File: src/rtl/periferico_irq_if.sv
// rtl/periferico_irq_if.sv - CPU port/interrupt bundle between the CPU and periferico_irq
interface periferico_irq_if;
    logic [7:0] ev_data;
    logic       ev_valid;
    logic [7:0] s;
    logic [7:0] s1;
    logic [7:0] e;
    logic [7:0] e1;
    logic       interrupcion;

    modport master (
        output ev_data, ev_valid, s, s1,
        input  e, e1, interrupcion
    );

    modport slave (
        input  ev_data, ev_valid, s, s1,
        output e, e1, interrupcion
    );
endinterface

File: src/rtl/periferico_irq.sv
// rtl/periferico_irq.sv - 4-entry event FIFO plus periodic timer, level interrupt, toggle-strobe commands
module periferico_irq #(
    parameter int DEPTH = 4
) (
    input  logic             clk,
    input  logic             reset,
    periferico_irq_if.slave  bus
);
    localparam logic [1:0] CMD_POP  = 2'b00;
    localparam logic [1:0] CMD_CLR  = 2'b01;
    localparam logic [1:0] CMD_LOAD = 2'b10;
    localparam logic [1:0] CMD_ACKT = 2'b11;
    localparam logic [2:0] FULL_CNT = 3'(DEPTH);

    logic       tog_q, tog_d;
    logic [1:0] rd_q, rd_d, wr_q, wr_d;
    logic [2:0] count_q, count_d;
    logic       ovf_q, ovf_d;
    logic       tflag_q, tflag_d;
    logic [7:0] reload_q, reload_d;
    logic [7:0] tcnt_q, tcnt_d;
    logic [7:0] mem_q [DEPTH];

    logic strobe, pop_cmd, clr_cmd, load_cmd, ackt_cmd;
    logic empty, full, do_pop, do_push, expire;
    logic unused_bits;

    assign unused_bits = ^bus.s[6:2];

    assign strobe   = bus.s[7] ^ tog_q;
    assign pop_cmd  = strobe && (bus.s[1:0] == CMD_POP);
    assign clr_cmd  = strobe && (bus.s[1:0] == CMD_CLR);
    assign load_cmd = strobe && (bus.s[1:0] == CMD_LOAD);
    assign ackt_cmd = strobe && (bus.s[1:0] == CMD_ACKT);

    assign empty   = (count_q == 3'd0);
    assign full    = (count_q == FULL_CNT);
    assign do_pop  = pop_cmd && !empty;
    // A pop in the same cycle frees the slot, so a full FIFO still accepts the push
    assign do_push = bus.ev_valid && (!full || do_pop) && !clr_cmd;
    assign expire  = (reload_q != 8'd0) && (tcnt_q == 8'd1) && !load_cmd;

    always_comb begin
        tog_d    = bus.s[7];
        rd_d     = rd_q;
        wr_d     = wr_q;
        count_d  = count_q;
        ovf_d    = ovf_q;
        tflag_d  = tflag_q;
        reload_d = reload_q;
        tcnt_d   = tcnt_q;

        if (clr_cmd) begin
            rd_d    = 2'd0;
            wr_d    = 2'd0;
            count_d = 3'd0;
            ovf_d   = 1'b0;
        end else begin
            if (do_push) wr_d = wr_q + 2'd1;
            if (do_pop)  rd_d = rd_q + 2'd1;
            if (do_push && !do_pop)      count_d = count_q + 3'd1;
            else if (do_pop && !do_push) count_d = count_q - 3'd1;
            if (bus.ev_valid && full && !do_pop) ovf_d = 1'b1;
        end

        if (load_cmd) begin
            reload_d = bus.s1;
            tcnt_d   = bus.s1;
        end else if (reload_q != 8'd0) begin
            tcnt_d = (tcnt_q == 8'd1) ? reload_q : tcnt_q - 8'd1;
        end

        // Expiry beats a simultaneous acknowledge
        if (expire)        tflag_d = 1'b1;
        else if (ackt_cmd) tflag_d = 1'b0;
    end

    always_ff @(posedge clk) begin
        if (reset) begin
            tog_q    <= 1'b0;
            rd_q     <= 2'd0;
            wr_q     <= 2'd0;
            count_q  <= 3'd0;
            ovf_q    <= 1'b0;
            tflag_q  <= 1'b0;
            reload_q <= 8'd0;
            tcnt_q   <= 8'd0;
        end else begin
            tog_q    <= tog_d;
            rd_q     <= rd_d;
            wr_q     <= wr_d;
            count_q  <= count_d;
            ovf_q    <= ovf_d;
            tflag_q  <= tflag_d;
            reload_q <= reload_d;
            tcnt_q   <= tcnt_d;
        end
    end

    always_ff @(posedge clk) begin
        if (do_push && !reset) mem_q[wr_q] <= bus.ev_data;
    end

    assign bus.e            = empty ? 8'h00 : mem_q[rd_q];
    assign bus.e1           = {1'b0, full, empty, tflag_q, ovf_q, count_q};
    assign bus.interrupcion = !empty || tflag_q;
endmodule

File: src/flat_wrapper.sv
// flat-port wrapper written by rule: the top's interface ports become plain ports
module periferico_irq_flat 
#(
    parameter int DEPTH = 4
)
  (clk, reset, bus_ev_data, bus_ev_valid, bus_s, bus_s1, bus_e, bus_e1, bus_interrupcion);
  periferico_irq_if bus_i ();
  input  logic clk;
  input  logic reset;
  input wire logic [$bits(bus_i.ev_data)-1:0] bus_ev_data;
  input wire logic [$bits(bus_i.ev_valid)-1:0] bus_ev_valid;
  input wire logic [$bits(bus_i.s)-1:0] bus_s;
  input wire logic [$bits(bus_i.s1)-1:0] bus_s1;
  output wire logic [$bits(bus_i.e)-1:0] bus_e;
  output wire logic [$bits(bus_i.e1)-1:0] bus_e1;
  output wire logic [$bits(bus_i.interrupcion)-1:0] bus_interrupcion;
  assign bus_i.ev_data = bus_ev_data;
  assign bus_i.ev_valid = bus_ev_valid;
  assign bus_i.s = bus_s;
  assign bus_i.s1 = bus_s1;
  assign bus_e = bus_i.e;
  assign bus_e1 = bus_i.e1;
  assign bus_interrupcion = bus_i.interrupcion;
  periferico_irq #(.DEPTH(DEPTH)) u_core (.clk(clk), .reset(reset), .bus(bus_i));
endmodule
File: config.mk
export PLATFORM = sky130hd
export DESIGN_NAME = periferico_irq_flat
export DESIGN_NICKNAME = d
export VERILOG_FILES = /design/src/rtl/periferico_irq_if.sv /design/src/rtl/periferico_irq.sv /design/src/flat_wrapper.sv
export SDC_FILE = /design/constraint.sdc
export NUM_CORES = 1
export LEC_CHECK = 0
export ABC_AREA = 1
export CORE_MARGIN = 2
export CORE_UTILIZATION = 50
export DETAILED_ROUTE_END_ITERATION = 8
export PLACE_DENSITY = 0.75
export SLEW_MARGIN = 40
export SYNTH_ARGS = -nofsm -noshare
export SYNTH_HDL_FRONTEND = slang
export SYNTH_SLANG_ARGS = --single-unit
File: constraint.sdc
create_clock -name clk -period 2.7 [get_ports clk]
set_clock_uncertainty 0.2 [all_clocks]
set_input_delay 0.54 -clock clk [delete_from_list [all_inputs] [get_ports clk]]
set_output_delay 0.54 -clock clk [all_outputs]
set_load 0.005 [all_outputs]
==> impl_metrics.env <==
export IMPL_status="complete, no violations"
export IMPL_drt_iter0_markers=92
export IMPL_cap_violations=0
export IMPL_switchingPower_uw=805.0
export IMPL_power_share_sequential_pct=43.1
export IMPL_seq_area_frac_synth_pct=53.05
export IMPL_fin_setup_tns_ns=0
export IMPL_pin_count=44
export IMPL_clock_sinks=60
export IMPL_cts_root_buf="clkbuf_8"
export IMPL_antenna_found_initial=0
export IMPL_drive_gt1_share_pct=15.93
export IMPL_syn_nets=360
export IMPL_ys_flop_type="edfxtp_1"
export IMPL_yosys_area_top_type="edfxtp_1"
export IMPL_crit_chain="buf_6, nor2_1, nor2_1, o21ai_0, a21oi_1, clkdlybuf4s50_1"
export IMPL_synth_edf_count=32
export IMPL_synthArstFlopShare_pct=0
export IMPL_cp_slowest_cell="clkdlybuf4s50_1"
export IMPL_crit_path_max_incr_delay_ns=0.51
export IMPL_h_tree_depth=3
export IMPL_synth_distinct_cells=37
export IMPL_cpMostUsedCell="nor2_1"
export IMPL_cts_tree="yes"
export IMPL_leakage_nw=1.449
export IMPL_crit_arrival_ns=1.79
export IMPL_num_rows=27
export IMPL_numPortBuffers=37
export IMPL_synth_area_leaders="edfxtp_1 (34%), dfxtp_1 (20%), nor2_1 (7.9%), nand2_1 (6.5%), o21ai_0 (4.5%)"
export IMPL_dieArea_um2=6358
export IMPL_insertedDiodeCount=0
export IMPL_vias=2233
export IMPL_fmax_mhz=395.1
export IMPL_num_nets_final=413
export IMPL_ant_nets=0
export IMPL_die_x_um=79.74
export IMPL_die_h_um=79.74
export IMPL_cts_buffers=9
export IMPL_path_clk_slew_ns=0.07
export IMPL_pwr_density_cell_nw_per_um2=709.0
export IMPL_fin_crit_sh_pct=93.74
export IMPL_syn_area_um2=2868
export IMPL_grt_pass1_vias=2032
export IMPL_core_um2=5507
export IMPL_final_core_util_pct=64.83
export IMPL_yosysWarnings=0
export IMPL_grt_use_total_pct=18.38
export IMPL_grt_overflow=0
export IMPL_synth_top_area_share_pct=33.51
export IMPL_worstSetupPathType="reg2out"
export IMPL_slew_violations=0
export IMPL_power_frac_comb_pct=29.1
export IMPL_ys_seq_elements=60
export IMPL_place_detailed_hpwl_um=3718
export IMPL_place_congestion=0.8553
export IMPL_critPathCaptureType="output pin"
export IMPL_cts_max_path_buffers=2
export IMPL_p_int_mw=1.726
export IMPL_cts_setup_buffers=0
export IMPL_p_clk_share_pct=27.7
export IMPL_path_max_fanout=17
export IMPL_grt_max_degree=18
export IMPL_swShare_pct=31.81
export IMPL_finalWirelength_um=5443
export IMPL_crit_path_start_kind="register"
export IMPL_yosys_cell_count_top_type="nor2_1"
export IMPL_grt_pass1_wl_um=8680
export IMPL_fin_crit_ns=2.531
export IMPL_wl_per_cell_um=11.96
export IMPL_grt_setup_unrepaired="false"
export IMPL_drcViolationCount=0
export IMPL_ctsHoldBuffers=0
export IMPL_insertion_delay_ns=0.34
export IMPL_ir_drop_v=0.0003729
export IMPL_min_path_type="reg2reg"
export IMPL_hold_ws_ns=0.2528
export IMPL_required_ns=1.96
export IMPL_synthCells=325
export IMPL_avgSynthCellArea_um2=8.824
export IMPL_netlist_top_cells_count="nor2_1 (60), nand2_1 (50), edfxtp_1 (32)"
export IMPL_setup_viol=0
export IMPL_firstDrtPassIters=4
export IMPL_hold_viol=0
export IMPL_start_util_pct=52.08
export IMPL_viasPerCell=4.908
export IMPL_synthToLayoutAreaGrowth_pct=24.48
stage by stage:
step	setup WS (ns)	instance area (µm²)	total power [mW]	cells
floorplan	0.3491	2868	1.555	325
global placement	-0.1561	3373	1.822	439
detailed placement	-0.1869	3373	1.836	439
CTS	0.002639	3552	2.539	455
global route	0.01120	3570	2.681	455
finish	0.1691	3570	2.531	455
placed cells by master (no fill, tap or decap), types with 4 or more instances in the layout:
| cell | instances |
|---|---|
| buf_4 | 16 |
| nor2_1 | 60 |
| inv_1 | 26 |
| dfxtp_1 | 26 |
| a21oi_1 | 24 |
| clkbuf_8 | 9 |
| clkdlybuf4s50_1 | 37 |
| edfxtp_1 | 32 |
| inv_2 | 5 |
| ha_1 | 7 |
| nand3_1 | 18 |
| nand2_1 | 50 |
| nand2_4 | 4 |
| o21ai_0 | 25 |
| nor3b_1 | 4 |
routing by layer:
layer / global-route usage (%) / share of wire (%) / vias to the layer above
li1: - / - / 1172
met1: 21.03 / 46 / 994
met3: 3.507 / 4.7 / 11
met4: 11.86 / 2.2 / 0
met2: 31.34 / 47 / 56
met5: 0 / 0 / -
final cells by class:
type | instances | area, µm²
tap | 72 | 90.09
clock buffer | 9 | 123.9
clock inverter | 7 | 53.80
timing repair buffer | 54 | 501.7
multi-input combinational | 219 | 1141
sequential | 60 | 1524
fill | 469 | 1937
inverter | 34 | 135.1
worst max-delay path, delay by kind of cell, from the launching register on:
kind / cells / cell delay, ns
AO/OA/AOI/OAI: 2 / 0.27
buffers and inverters: 2 / 0.69
flip-flops: 1 / 0.32
AND/OR/NAND/NOR: 2 / 0.17
logic make-up after synthesis:
group	after synthesis	synth area share, %
other	1	0.1308
buffers and inverters	46	7.417
DFF	60	53.05
AOI/OAI and AO/OA	56	10.17
muxes	1	0.3491
and+or+nand+nor	150	24.22
adders and majority gates	8	3.752
xor gates and xnor gates	3	0.9164
final timing paths:
check | from | end | slack (ns) | depth (start not counted)
worst max-delay path | register | bus_e[5] | 0.17 | 6
worst min-delay path | u_core.ovf_q | u_core.ovf_q | 0.25 | 2
worst max register to register | u_core.count_q[2] | u_core.count_q[1] | 0.59 | 10
worst min register to register | u_core.ovf_q | u_core.ovf_q | 0.25 | 2
power groups by stage:
stage                     combinational [mW]  sequential, mW  clock [mW]
final                                  0.738            1.09       0.701
after global routing                   0.835            1.10       0.744
after CTS                              0.737            1.09       0.713
after detailed placement               0.728            1.11           0
after global placement                 0.715            1.11           0
after floorplan                        0.456            1.10           0
registers in the layout (all words and copies together), names as in the netlist, named ones only:
name,count
u_core.mem_q,32
u_core.tflag_q,1
u_core.wr_q,2
u_core.count_q,3
u_core.ovf_q,1
u_core.reload_q,8
u_core.tog_q,1
u_core.rd_q,2
u_core.tcnt_q,8
what timing repair did:
action | 4_1_cts | 5_1_grt
resized for setup | 1 | 9
pin swaps | 0 | 1
setup endpoints to repair | 8 | 9
Power figures use the tool's default switching activity.
